--- src/rtl/bt_cmd_ctrl.sv ---
// Frame sequencer behind the HC06 UART receiver: assembles HEADER/CMD/ARG/CHK
// frames, issues validated commands over valid/ready and tracks link errors.
module bt_cmd_ctrl #(
  parameter logic [7:0] HEADER      = 8'hA5,
  parameter int         TIMEOUT_CYC = 104166,
  parameter int         TW          = 17
) (
  input  logic       CLOCK_50,
  input  logic       reset,
  input  logic [7:0] rx_data,
  input  logic       rx_valid,
  output logic [7:0] cmd_code,
  output logic [7:0] cmd_arg,
  output logic       cmd_valid,
  input  logic       cmd_ready,
  output logic       busy,
  output logic       frame_err,
  output logic [7:0] err_cnt
);

  typedef enum logic [2:0] {IDLE, GET_CMD, GET_ARG, GET_CHK, ISSUE} state_t;

  localparam logic [TW-1:0] TMO_LAST = TW'(TIMEOUT_CYC - 1);

  state_t        state_reg, state_next;
  logic [7:0]    cmd_byte_reg, cmd_byte_next;
  logic [7:0]    arg_byte_reg, arg_byte_next;
  logic [7:0]    code_reg, code_next;
  logic [7:0]    arg_reg, arg_next;
  logic          valid_reg, valid_next;
  logic          busy_reg, busy_next;
  logic          err_reg, err_next;
  logic [7:0]    cnt_reg, cnt_next;
  logic [TW-1:0] tmo_reg, tmo_next;
  logic          err_event;

  always_ff @(posedge CLOCK_50) begin
    if (reset) begin
      state_reg    <= IDLE;
      cmd_byte_reg <= 8'd0;
      arg_byte_reg <= 8'd0;
      code_reg     <= 8'd0;
      arg_reg      <= 8'd0;
      valid_reg    <= 1'b0;
      busy_reg     <= 1'b0;
      err_reg      <= 1'b0;
      cnt_reg      <= 8'd0;
      tmo_reg      <= '0;
    end else begin
      state_reg    <= state_next;
      cmd_byte_reg <= cmd_byte_next;
      arg_byte_reg <= arg_byte_next;
      code_reg     <= code_next;
      arg_reg      <= arg_next;
      valid_reg    <= valid_next;
      busy_reg     <= busy_next;
      err_reg      <= err_next;
      cnt_reg      <= cnt_next;
      tmo_reg      <= tmo_next;
    end
  end

  always_comb begin
    state_next    = state_reg;
    cmd_byte_next = cmd_byte_reg;
    arg_byte_next = arg_byte_reg;
    code_next     = code_reg;
    arg_next      = arg_reg;
    valid_next    = valid_reg;
    tmo_next      = tmo_reg;
    err_event     = 1'b0;

    case (state_reg)
      IDLE: begin
        tmo_next = '0;
        if (rx_valid && rx_data == HEADER) state_next = GET_CMD;
      end
      GET_CMD, GET_ARG, GET_CHK: begin
        // A byte arriving on the expiry cycle still counts as in time.
        if (rx_valid) begin
          tmo_next = '0;
          if (state_reg == GET_CMD) begin
            cmd_byte_next = rx_data;
            state_next    = GET_ARG;
          end else if (state_reg == GET_ARG) begin
            arg_byte_next = rx_data;
            state_next    = GET_CHK;
          end else if (rx_data == (cmd_byte_reg ^ arg_byte_reg)) begin
            code_next  = cmd_byte_reg;
            arg_next   = arg_byte_reg;
            valid_next = 1'b1;
            state_next = ISSUE;
          end else begin
            err_event  = 1'b1;
            state_next = IDLE;
          end
        end else if (tmo_reg == TMO_LAST) begin
          tmo_next   = '0;
          err_event  = 1'b1;
          state_next = IDLE;
        end else begin
          tmo_next = tmo_reg + TW'(1);
        end
      end
      ISSUE: begin
        tmo_next = '0;
        if (cmd_ready) begin
          valid_next = 1'b0;
          state_next = (rx_valid && rx_data == HEADER) ? GET_CMD : IDLE;
        end else if (rx_valid) begin
          err_event = 1'b1;
        end
      end
      default: begin
        state_next = IDLE;
        valid_next = 1'b0;
        tmo_next   = '0;
      end
    endcase

    busy_next = (state_next != IDLE);
    err_next  = err_event;
    cnt_next  = (err_event && cnt_reg != 8'hFF) ? cnt_reg + 8'd1 : cnt_reg;
  end

  assign cmd_code  = code_reg;
  assign cmd_arg   = arg_reg;
  assign cmd_valid = valid_reg;
  assign busy      = busy_reg;
  assign frame_err = err_reg;
  assign err_cnt   = cnt_reg;

endmodule
--- config.mk ---
export PLATFORM = sky130hd
export DESIGN_NAME = bt_cmd_ctrl
export DESIGN_NICKNAME = d
export VERILOG_FILES = /design/src/rtl/bt_cmd_ctrl.sv
export SDC_FILE = /design/constraint.sdc
export NUM_CORES = 1
export LEC_CHECK = 0
export BUFFER_PORTS_ARGS = -buffer_cell sky130_fd_sc_hd__buf_2
export CORE_MARGIN = 5
export CORE_UTILIZATION = 50
export DETAILED_ROUTE_END_ITERATION = 8
export PLACE_DENSITY = 0.81
export SLEW_MARGIN = 20
export SYNTH_ARGS = -nofsm -noshare
export SYNTH_HDL_FRONTEND = slang
export SYNTH_SLANG_ARGS = --single-unit
export TNS_END_PERCENT = 5
--- constraint.sdc ---
create_clock -name CLOCK_50 -period 2.7 [get_ports CLOCK_50]
set_clock_uncertainty 0.1 [all_clocks]
set_input_delay 0.135 -clock CLOCK_50 [delete_from_list [all_inputs] [get_ports CLOCK_50]]
set_output_delay 0.135 -clock CLOCK_50 [all_outputs]
set_load 0.03 [all_outputs]
==> run_summary.xml <==
<?xml version="1.0" encoding="UTF-8"?>
<metrics>
  <group name="grt">
    <metric name="grt_overflow_total" unit="">0</metric>
    <metric name="grt_use_total" unit="">0.1718</metric>
    <metric name="grt_first_pass_wirelength" unit="µm">10390</metric>
    <metric name="grt_start_max_net_pins" unit="">37</metric>
    <metric name="first_global_vias" unit="">2235</metric>
    <metric name="initial_antenna_violation_count" unit="">0</metric>
  </group>
  <group name="floorplanning">
    <metric name="initial_core_util" unit="">0.5068</metric>
    <metric name="core" unit="µm²">5851</metric>
    <metric name="rows" unit="">28</metric>
    <metric name="die-height" unit="µm">87.01</metric>
    <metric name="floorplan.die_area" unit="µm²">7571</metric>
    <metric name="design.portCount" unit="">39</metric>
    <metric name="die_x" unit="µm">87.01</metric>
  </group>
  <group name="cells_and_area">
    <metric name="drive_above_1_share" unit="">0.1978</metric>
    <metric name="final_design_area_no_fill" unit="µm²">3541</metric>
    <metric name="fillCellCount" unit="">481</metric>
    <metric name="nets" unit="">374</metric>
    <metric name="number_of_flip_flops_under_the_largest_register_name" unit="">17</metric>
    <metric name="layout.cells.most_common_list" unit="">sky130_fd_sc_hd__dfxtp_1, sky130_fd_sc_hd__nor2_1, sky130_fd_sc_hd__buf_2</metric>
    <metric name="area_overhead_vs_synth" unit="%">19.41</metric>
    <metric name="diodes" unit="">0</metric>
    <metric name="most_common_cell_after_layout_fill_and_taps_aside" unit="">sky130_fd_sc_hd__dfxtp_1</metric>
  </group>
  <group name="outcome">
    <metric name="status" unit="">complete, no violations</metric>
  </group>
  <group name="yosys">
    <metric name="ys_types" unit="">44</metric>
    <metric name="ys_ff_latch" unit="">63</metric>
    <metric name="synth.area.mux_share" unit="">0.1110</metric>
    <metric name="post_synth_and_or_nand_nor_area_fraction" unit="">0.2519</metric>
    <metric name="dominant_combinational_cell_family_by_area_after_synthesis" unit="">simple AND/OR/NAND/NOR gates</metric>
    <metric name="synth_instances" unit="">313</metric>
    <metric name="dominant_cells_by_area_after_synthesis" unit="">sky130_fd_sc_hd__dfxtp_1, sky130_fd_sc_hd__mux2i_1, sky130_fd_sc_hd__nor2_1, sky130_fd_sc_hd__xnor3_1, sky130_fd_sc_hd__nand2_1</metric>
    <metric name="synth_warnings" unit="">0</metric>
    <metric name="netlist.area_leader.share" unit="">0.4253</metric>
    <metric name="syn-mean-instance-area" unit="µm²">9.474</metric>
    <metric name="mappedNetlistNets" unit="">328</metric>
    <metric name="synth_sequential_area_ratio" unit="">0.4253</metric>
    <metric name="yosys.area_share.adder" unit="">0.01603</metric>
    <metric name="synth_top_cell_by_area" unit="">sky130_fd_sc_hd__dfxtp_1</metric>
    <metric name="synth_xor_area_frac" unit="">0.1021</metric>
    <metric name="synthesis.area" unit="µm²">2965</metric>
    <metric name="synth-compound-area-share" unit="">0.06203</metric>
  </group>
  <group name="clock_tree">
    <metric name="cts_tree" unit="">done</metric>
    <metric name="clk-insertion-delay-late" unit="ns">0.34</metric>
    <metric name="path_clk_slew" unit="ns">0.07</metric>
    <metric name="clockBufferDepth" unit="">2</metric>
    <metric name="cts_inserted_buffers" unit="">9</metric>
    <metric name="numClockSinks" unit="">63</metric>
    <metric name="post_cts_repair_timing_setup_buffer_count" unit="">0</metric>
    <metric name="clock-root-buffer" unit="">sky130_fd_sc_hd__clkbuf_8</metric>
    <metric name="cts-htree-levels" unit="">3</metric>
  </group>
  <group name="sta">
    <metric name="timing.slew.headroom" unit="">0.6690</metric>
    <metric name="min_period" unit="ns">2.151</metric>
    <metric name="totalNegativeSetupSlack" unit="ns">0</metric>
    <metric name="final_max_slew_viol_count" unit="">0</metric>
    <metric name="min_period_over_period" unit="">0.7966</metric>
    <metric name="setup-violations-final" unit="">0</metric>
    <metric name="final_hold_viol_count" unit="">0</metric>
    <metric name="maxClockFrequency" unit="MHz">465.0</metric>
    <metric name="worst-slew-pin-transition" unit="ns">0.4939</metric>
    <metric name="rsz0062_at_grt" unit="">false</metric>
  </group>
  <group name="power">
    <metric name="total_leakage_power" unit="nW">1.434</metric>
    <metric name="powerDensity" unit="nW/µm²">567.7</metric>
    <metric name="ir_worst_vdd" unit="mV">0.4469</metric>
  </group>
  <group name="setup_path">
    <metric name="setup.worst_path.start_class" unit="">input pin</metric>
    <metric name="cp_max_fo" unit="">9</metric>
    <metric name="cp-end-kind" unit="">flip-flop</metric>
    <metric name="crit_type" unit="">in -&gt; reg</metric>
    <metric name="timing.critical_path.arrival" unit="ns">2.28</metric>
    <metric name="worst_r2r_path_depth" unit="">6</metric>
    <metric name="crit_required" unit="ns">2.83</metric>
  </group>
  <group name="detailed_routing">
    <metric name="wl" unit="µm">6072</metric>
    <metric name="route.detailed.wl_per_inst" unit="µm">13.83</metric>
    <metric name="number_of_violations_reported_at_the_end_of_detailed_routing_iteration_0" unit="">98</metric>
    <metric name="ant_nets" unit="">0</metric>
    <metric name="routed_via_density" unit="">5.442</metric>
    <metric name="first_pass_iters" unit="">4</metric>
    <metric name="vias" unit="">2389</metric>
    <metric name="drcViolationCount" unit="">0</metric>
  </group>
  <group name="place">
    <metric name="buffer_ports.inserted" unit="">38</metric>
    <metric name="routabilityCongestion" unit="">0.7950</metric>
    <metric name="dpl.hpwl" unit="µm">4159</metric>
    <metric name="postPlaceCellArea" unit="µm²">3208</metric>
  </group>
  <group name="flow_run">
    <metric name="maxCapViolCount" unit="">0</metric>
  </group>
  <group name="worst_hold_path">
    <metric name="worst_hold_path.num_cells" unit="">3</metric>
    <metric name="hp-class" unit="">in -&gt; reg</metric>
  </group>
</metrics>
-- through the flow --
stage	total power, mW	hold WS [ns]	utilization	worst slack, ns	cells
final	2.010	0.01278	0.6052	0.5493	439
after global routing	2.082	0.02164	0.6052	0.3787	439
after CTS	2.031	0.009463	0.6052	0.5561	439
after detailed placement	1.001	0.3196	0.5483	0.6075	415
after global placement	0.9998	0.3180	0.5483	0.6737	415
after floorplan	0.9794	0.1710	-	0.5814	313
-- repair_timing --
action,in CTS,in global routing
hold endpoints to repair,9,0
gates resized for setup,0,0
hold buffers,8,0
-- layer usage --
| layer | track usage | up-vias | part of all wire |
|---|---|---|---|
| li1 | - | 1187 | - |
| met1 | 0.2128 | 1125 | 0.46 |
| met2 | 0.2802 | 64 | 0.46 |
| met3 | 0.06149 | 13 | 0.062 |
| met4 | 0.05099 | 0 | 0.019 |
| met5 | 0 | - | 0 |
-- power by group --
| group | internal (mW) | switching (mW) | total (mW) |
|---|---|---|---|
| clock network | 0.645 | 0.377 | 1.02 |
| logic | 0.0267 | 0.0331 | 0.0598 |
| registers | 0.929 | 0.000133 | 0.929 |
-- final timing paths --
kind | to | slack [ns] | startpoint
setup / recovery | err_cnt[0] | 0.55 | rx_data[1]
hold / removal | cmd_valid | 0.01 | cmd_ready
setup reg to reg | err_cnt[0] | 0.58 | err_cnt[0]
hold reg to reg | arg_byte_reg[7] | 0.38 | arg_byte_reg[7]
-- layout make-up --
type	count	area, µm²	share of cell area
clock inverter	6	115.1	0.03251
multi-input combinational	230	1610	0.4548
inverter	4	15.01	0.004240
timing repair buffer	51	307.8	0.08693
sequential	63	1261	0.3562
clock buffer	10	137.6	0.03887
tap	75	93.84	0.02650
-- worst max-delay path: stages --
cell and delay [ns]:
sky130_fd_sc_hd__dlygate4sd3_1 0.53, sky130_fd_sc_hd__buf_2 0.16, sky130_fd_sc_hd__xnor3_1 0.27, sky130_fd_sc_hd__nand4_1 0.18, sky130_fd_sc_hd__nor3_2 0.43, sky130_fd_sc_hd__o21ai_0 0.25
sky130_fd_sc_hd__mux2_2 0.32
-- cell families (layout without fill, tap and decap cells) --
family / count (synthesis) / count (layout)
XOR/XNOR: 22 / 22
AND/OR/NAND/NOR: 142 / 142
buffers and inverters: 20 / 71
multiplexers: 32 / 32
flip-flops: 63 / 63
adder cells (fa/ha/maj): 4 / 4
AO/OA/AOI/OAI: 30 / 30
-- cell usage after synthesis (all sizes together) --
master,count
a21o,2
a21oi,13
a41o,1
and2,2
and3,8
and4,5
and4b,2
buf,6
clkbuf,10
dfxtp,63
ha,3
inv,4
maj3,1
mux2,7
mux2i,25
nand2,24
nand2b,3
nand3,14
nand4,11
nor2,50
nor2b,7
nor3,3
nor3b,3
nor4,1
nor4b,2
nor4bb,1
o21ai,7
o21ba,1
o21bai,2
o31a,1
o31ai,2
o41ai,1
or2,1
or3,2
or3b,1
or4,1
or4b,1
xnor2,6
xnor3,8
xor2,8
Note: power is estimated with default switching activity, not from simulation.
